**config.mk**
```make
export PLATFORM = sky130hd
export DESIGN_NAME = laser_score
export DESIGN_NICKNAME = d
export VERILOG_FILES = /design/src/rtl/laser_pkg.sv /design/src/rtl/laser_cover_chk.sv /design/src/rtl/laser_score.sv
export SDC_FILE = /design/constraint.sdc
export NUM_CORES = 2
export LEC_CHECK = 0
export ABC_AREA = 0
export CAP_MARGIN = 20
export CORE_ASPECT_RATIO = 1.4
export CORE_MARGIN = 3
export CORE_UTILIZATION = 30
export CTS_CLUSTER_SIZE = 28
export DETAILED_ROUTE_END_ITERATION = 16
export GPL_ROUTABILITY_DRIVEN = 0
export PLACE_DENSITY_LB_ADDON = 0.1
export SLEW_MARGIN = 20
export SYNTH_ARGS = -nofsm -noshare
export SYNTH_HDL_FRONTEND = slang
export SYNTH_HIERARCHICAL = 1
export SYNTH_SLANG_ARGS = --single-unit
```
**constraint.sdc**
```tcl
create_clock -name CLK -period 17.2 [get_ports CLK]
set_input_delay 1.72 -clock CLK [delete_from_list [all_inputs] [get_ports CLK]]
set_output_delay 1.72 -clock CLK [all_outputs]
set_load 0.02 [all_outputs]
```
**src/rtl/laser_pkg.sv**
```systemverilog
// Shared definitions for the laser placement checker: sizing, FSM states,
// packed target type and a popcount helper.
package laser_pkg;

    localparam int OBJ_NUM     = 40;
    localparam int PARALLEL    = 5;
    localparam int CNT_W       = 6;
    localparam int RADIUS_SQ   = 16;
    // Wide enough to hold OBJ_NUM itself, which the eval index reaches at the end
    localparam int IDX_W       = $clog2(OBJ_NUM + 1);

    typedef enum logic [1:0] {
        LOAD      = 2'd0,
        WAIT_DONE = 2'd1,
        EVAL      = 2'd2,
        REPORT    = 2'd3
    } state_t;

    typedef struct packed {
        logic [3:0] y;
        logic [3:0] x;
    } target_t;

    function automatic logic [CNT_W-1:0] popcount(input logic [PARALLEL-1:0] v);
        logic [CNT_W-1:0] n;
        n = '0;
        for (int i = 0; i < PARALLEL; i++) begin
            n = n + CNT_W'(v[i]);
        end
        return n;
    endfunction

endpackage

```
**src/rtl/laser_cover_chk.sv**
```systemverilog
// Combinational circle-coverage test: is target (x,y) within the inclusive
// squared radius of centre (cx,cy)? Distances do not wrap around the grid.
module laser_cover_chk
    import laser_pkg::*;
(
    input  logic [3:0] x,
    input  logic [3:0] y,
    input  logic [3:0] cx,
    input  logic [3:0] cy,
    output logic       is_inside
);

    logic signed [4:0] dx;
    logic signed [4:0] dy;
    logic signed [9:0] dx_sq;
    logic signed [9:0] dy_sq;
    logic        [9:0] dist_sq;

    // Signed differences squared; the sum peaks at 450 so it never overflows
    always_comb begin
        dx        = $signed({1'b0, cx}) - $signed({1'b0, x});
        dy        = $signed({1'b0, cy}) - $signed({1'b0, y});
        dx_sq     = dx * dx;
        dy_sq     = dy * dy;
        dist_sq   = unsigned'(dx_sq) + unsigned'(dy_sq);
        is_inside = (dist_sq <= 10'(RADIUS_SQ));
    end

endmodule

```
**src/rtl/laser_score.sv**
```systemverilog
// Coverage scorer: snoops the target stream, captures both circle centres on
// DONE, counts covered targets PARALLEL per cycle and reports via valid/ack.
module laser_score
    import laser_pkg::*;
(
    input  logic             CLK,
    input  logic             RST,
    input  logic             IN_VALID,
    input  logic [3:0]       X,
    input  logic [3:0]       Y,
    input  logic             DONE,
    input  logic [3:0]       C1X,
    input  logic [3:0]       C1Y,
    input  logic [3:0]       C2X,
    input  logic [3:0]       C2Y,
    input  logic             SCORE_ACK,
    output logic             SCORE_VALID,
    output logic [CNT_W-1:0] SCORE,
    output logic [CNT_W-1:0] C1_HITS,
    output logic [CNT_W-1:0] C2_HITS,
    output logic             BUSY
);

    state_t            state;
    state_t            state_nxt;
    logic [IDX_W-1:0]  cnt;
    logic [IDX_W-1:0]  k;
    target_t           mem [OBJ_NUM];
    logic [3:0]        c1x_r, c1y_r, c2x_r, c2y_r;
    logic [PARALLEL-1:0] in1, in2;
    logic [PARALLEL-1:0] hit1_p1, hit2_p1;
    logic              vld_p1, last_p1;
    logic [CNT_W-1:0]  acc1, acc2, accu;
    logic [CNT_W-1:0]  pop1, pop2, popu;
    logic              load_wr, load_last, issue, capture;

    assign load_wr   = (state == LOAD) && IN_VALID;
    assign load_last = load_wr && (cnt == IDX_W'(OBJ_NUM - 1));
    assign capture   = (state == WAIT_DONE) && DONE;
    assign issue     = (state == EVAL) && (k < IDX_W'(OBJ_NUM));

    assign pop1 = popcount(hit1_p1);
    assign pop2 = popcount(hit2_p1);
    assign popu = popcount(hit1_p1 | hit2_p1);

    // Stage p0: read one group of targets and test it against both circles
    for (genvar i = 0; i < PARALLEL; i++) begin : g_chk
        target_t t;
        assign t = mem[k + IDX_W'(i)];
        laser_cover_chk u_c1 (.x(t.x), .y(t.y), .cx(c1x_r), .cy(c1y_r), .is_inside(in1[i]));
        laser_cover_chk u_c2 (.x(t.x), .y(t.y), .cx(c2x_r), .cy(c2y_r), .is_inside(in2[i]));
    end

    // State register
    always_ff @(posedge CLK) begin
        if (!RST) state <= LOAD;
        else      state <= state_nxt;
    end

    // Next-state logic; EVAL ends when the last group has been accumulated
    always_comb begin
        state_nxt = state;
        BUSY      = 1'b0;
        case (state)
            LOAD:      if (load_last) state_nxt = WAIT_DONE;
            WAIT_DONE: if (DONE) state_nxt = EVAL;
            EVAL: begin
                BUSY = 1'b1;
                if (last_p1) state_nxt = REPORT;
            end
            REPORT: begin
                BUSY = 1'b1;
                if (SCORE_ACK) state_nxt = LOAD;
            end
            default:   state_nxt = LOAD;
        endcase
    end

    // Control: load/eval counters, stage-p1 accumulation and result handshake
    always_ff @(posedge CLK) begin
        if (!RST) begin
            cnt         <= '0;
            k           <= '0;
            vld_p1      <= 1'b0;
            last_p1     <= 1'b0;
            acc1        <= '0;
            acc2        <= '0;
            accu        <= '0;
            SCORE_VALID <= 1'b0;
            SCORE       <= '0;
            C1_HITS     <= '0;
            C2_HITS     <= '0;
        end else begin
            vld_p1  <= issue;
            last_p1 <= issue && (k == IDX_W'(OBJ_NUM - PARALLEL));
            if (load_wr) cnt <= load_last ? '0 : cnt + IDX_W'(1);
            if (capture) begin
                k    <= '0;
                acc1 <= '0;
                acc2 <= '0;
                accu <= '0;
            end
            if (issue) k <= k + IDX_W'(PARALLEL);
            if (vld_p1) begin
                acc1 <= acc1 + pop1;
                acc2 <= acc2 + pop2;
                accu <= accu + popu;
            end
            if (last_p1) begin
                SCORE_VALID <= 1'b1;
                SCORE       <= accu + popu;
                C1_HITS     <= acc1 + pop1;
                C2_HITS     <= acc2 + pop2;
            end
            if ((state == REPORT) && SCORE_ACK) begin
                SCORE_VALID <= 1'b0;
                SCORE       <= '0;
                C1_HITS     <= '0;
                C2_HITS     <= '0;
            end
        end
    end

    // Data: target memory, captured centres and stage-p1 hit vectors
    always_ff @(posedge CLK) begin
        if (load_wr) mem[cnt] <= target_t'({Y, X});
        if (capture) begin
            c1x_r <= C1X;
            c1y_r <= C1Y;
            c2x_r <= C2X;
            c2y_r <= C2Y;
        end
        if (issue) begin
            hit1_p1 <= in1;
            hit2_p1 <= in2;
        end
    end

endmodule

```
==> results.toml <==
[outcome]
status = "finished, final reports clean"

[global_routing]
antenna_found_initial = 3
grt_overflow = 0
grt_pass1_vias = 33400
grtUsageTotal_pct = 20.5
grt_pass1_wl_mm = 234
grt_max_degree = 63

[critical_path]
slowest_stage = "dfxtp_4"
crit_path_start_kind = "flip-flop"
worstPathArrival_ns = 11.56
cp_max_fo = 62
critPathLaunch = "k[0]$_SDFFE_PN0N_"
critPathMaxStageDelay_ns = 1.00
end_kind = "flip-flop"
critPathMostFrequentCell = "fa_1"
crit_type = "reg2reg"
rr_startpoint = "k[0]$_SDFFE_PN0N_"
reg2reg_to = "hit1_p1[4]$_DFFE_PP_"
cp.depth = 28
crit_family = "adder cells"
endpoint = "hit1_p1[4]$_DFFE_PP_"
cp_num_buf_inv = 8
reg2reg_depth = 28
reg2reg_slack_ns = 6.07
required_ns = 17.63

[die]
coreArea_um2 = 152000
initial_core_util_pct = 30.2
io_pins = 49
die_x_um = 337
fp.dieH_um = 469
rows = 169
die-area_um2 = 158000

[cts]
cts_buffers = 49
post_cts_buffers = 0
post_cts_resized = 0
clock-sinks = 405
holdBufCountCts = 0
root_buffer = "clkbuf_16"
cts_htree_levels = 2
cts.path.max_buffers = 3
clk_pin_slew_worst_paths_ns = 0.06
clkLatencyLatePin_ns = 0.64
cts_tree = "yes"

[timing]
period_needed_ns = 11.13
slew_headroom_pct = 22.2
slew_viol_final = 0
fmax_mhz = 89.8
rsz0062_at_grt = "no"
tightestPinTransition_ns = 1.13
finalClockSkew_ns = 0.0289
finalSetupViolations = 0
hold_viol_final = 0
setup_slack_ns = 6.07
post-route-period-util_pct = 64.7
setup_tns_ns = 0

[logic_synthesis]
synth.yosys.seq_area_share_pct = 25.2
synth.avg_cell_area_um2 = 11.7
ys_warn_count = 6
synth-async-reset-ratio_pct = 0
synth-edff-count = 346
synth.distinct_cells = 67
ys.flop_type = "edfxtp_1"
ys_ff_latch = 405
syn_nets = 4678
netlist_area_um2 = 45900
synth_cells = 3914

[cells_and_area]
final_layout_size_suffix_gt1_share_pct = 16.0
fin_nets = 4705
post-route-util_pct = 33.1
area_growth_pct = 9.40

[run]
maxCapViolCount = 0

[route]
wl_per_cell_um = 27.0
drt_pass1_iterations = 5
num_vias = 31400
ant_nets = 0
via_per_inst = 5.28
drc = 0
drt_iter0_markers = 2155
routed_wl_mm = 161

[placed_design]
dpl.hpwl_mm = 125
numPortBuffers = 48
pre_cts_slack_ns = 6.03

[min_path]
hold_class = "reg2reg"
[worst min path at each step]
| stage | start | end | slack [ns] | cells after the start |
|---|---|---|---|---|
| after floorplan | acc1[0]$_SDFFE_PN0P_ | acc1[0]$_SDFFE_PN0P_ | 0.45 | 2 |
| after global placement | SCORE_VALID$_SDFFE_PP0P_ | SCORE_VALID$_SDFFE_PP0P_ | 0.45 | 2 |
| after detailed placement | SCORE_VALID$_SDFFE_PP0P_ | SCORE_VALID$_SDFFE_PP0P_ | 0.46 | 2 |
| after CTS | SCORE_VALID$_SDFFE_PP0P_ | SCORE_VALID$_SDFFE_PP0P_ | 0.47 | 2 |
| after global routing | SCORE_VALID$_SDFFE_PP0P_ | SCORE_VALID$_SDFFE_PP0P_ | 0.49 | 2 |
| final | SCORE_VALID$_SDFFE_PP0P_ | SCORE_VALID$_SDFFE_PP0P_ | 0.47 | 2 |
[cell usage in the layout (no fill, tap or decap), types with 21 or more instances in the layout]
cell type / synthesis / final
inv_1: 632 / 631
fa_1: 389 / 389
mux4_2: 348 / 348
edfxtp_1: 346 / 346
ha_1: 346 / 344
nor2_1: 262 / 254
nand2_1: 253 / 253
xnor2_1: 195 / 194
a21oi_1: 98 / 98
a21o_1: 98 / 98
mux2i_1: 84 / 84
buf_4: 38 / 81
and2_1: 75 / 75
o22ai_1: 66 / 66
dfxtp_1: 59 / 53
clkbuf_16: 0 / 49
nand3_1: 41 / 41
clkdlybuf4s50_1: 0 / 41
o21ai_0: 38 / 38
mux2_2: 38 / 38
nor2b_1: 31 / 31
a211oi_1: 27 / 27
nand2b_1: 25 / 25
nor3_1: 22 / 21
[through the flow]
stage | cell area, µm² | cells | hold slack (ns)
3_5_place_dp | 48600 | 5856 | 0.459
5_1_grt | 50200 | 5946 | 0.487
3_3_place_gp | 48500 | 5851 | 0.447
2_1_floorplan | 45900 | 3914 | 0.455
6_report | 50200 | 5948 | 0.468
4_1_cts | 50200 | 5946 | 0.471
[synthesized netlist by cell type (all sizes together), types with 9 or more instances]
library cell  count  area [µm²]
a21oi            98         490
nor2b            31         194
nor3             33         220
nand3            41         205
inv             632        2370
mux2i            84         841
nand2           253         950
o21ai            40         200
mux2             38         428
buf             113         798
ha              346        4330
nand2b           25         156
a32oi            14         123
and2             75         469
dfxtp            59        1180
a21boi           10        75.1
mux4            368        8360
o22ai            66         413
a211oi           37         403
nor2            262         983
a21o            105         797
nor4bb           10         100
o21bai           20         150
clkbuf           42         158
xor2             18         165
or2              19         119
xnor3             9         221
edfxtp          346       10400
a31oi            20         125
nand4            10        62.6
fa              389        7790
xnor2           202        1820
o2111ai          10        87.6
[flip-flops by register name (all words and copies together), names as in the netlist, named ones only]
register / cells
c2x_r: 4
hit1_p1: 5
last_p1: 1
vld_p1: 1
acc1: 6
state: 2
SCORE: 6
C1_HITS: 6
c1y_r: 4
C2_HITS: 6
acc2: 6
hit2_p1: 5
SCORE_VALID: 1
k: 6
accu: 6
cnt: 6
mem: 320
c1x_r: 4
c2y_r: 4
[tightest hold or removal path, stage by stage (launching register included)]
cell     delay (ns)
dfxtp_1        0.32
nor2_1         0.04
nor2_1         0.07
[per-layer routing]
layer / GRT usage, % / part of all wire, % / wire (µm)
met1: 22.7 / 36 / 58700
met2: 37.6 / 52 / 84000
met3: 2.16 / 3.9 / 6330
met4: 12.3 / 7.3 / 11800
met5: 0 / 0 / 0
[layout make-up]
type | instances | area [µm²]
antenna | 2 | 5.00
clock buffer | 55 | 1260
clock inverter | 35 | 343
fill | 15100 | 102000
inverter | 637 | 2390
multi-input combinational | 2717 | 31100
sequential | 405 | 11600
tap | 1966 | 2460
timing repair buffer | 131 | 1060
[kinds of logic (layout without fill, tap and decap cells)]
logic type	after synthesis	in the layout	share of synthesized area, %
DFF	405	405	25.2
adders and majority gates	735	735	26.4
and+or+nand+nor	783	783	7.92
AOI/OAI and AO/OA	480	480	7.36
other	0	2	0
buffers and inverters	792	858	7.29
xor gates and xnor gates	229	229	4.81
muxes	490	490	21.0
Power is left out: the tool's default activity adds up to more than one toggle a clock period on the data nets, which glitch-free logic cannot reach.
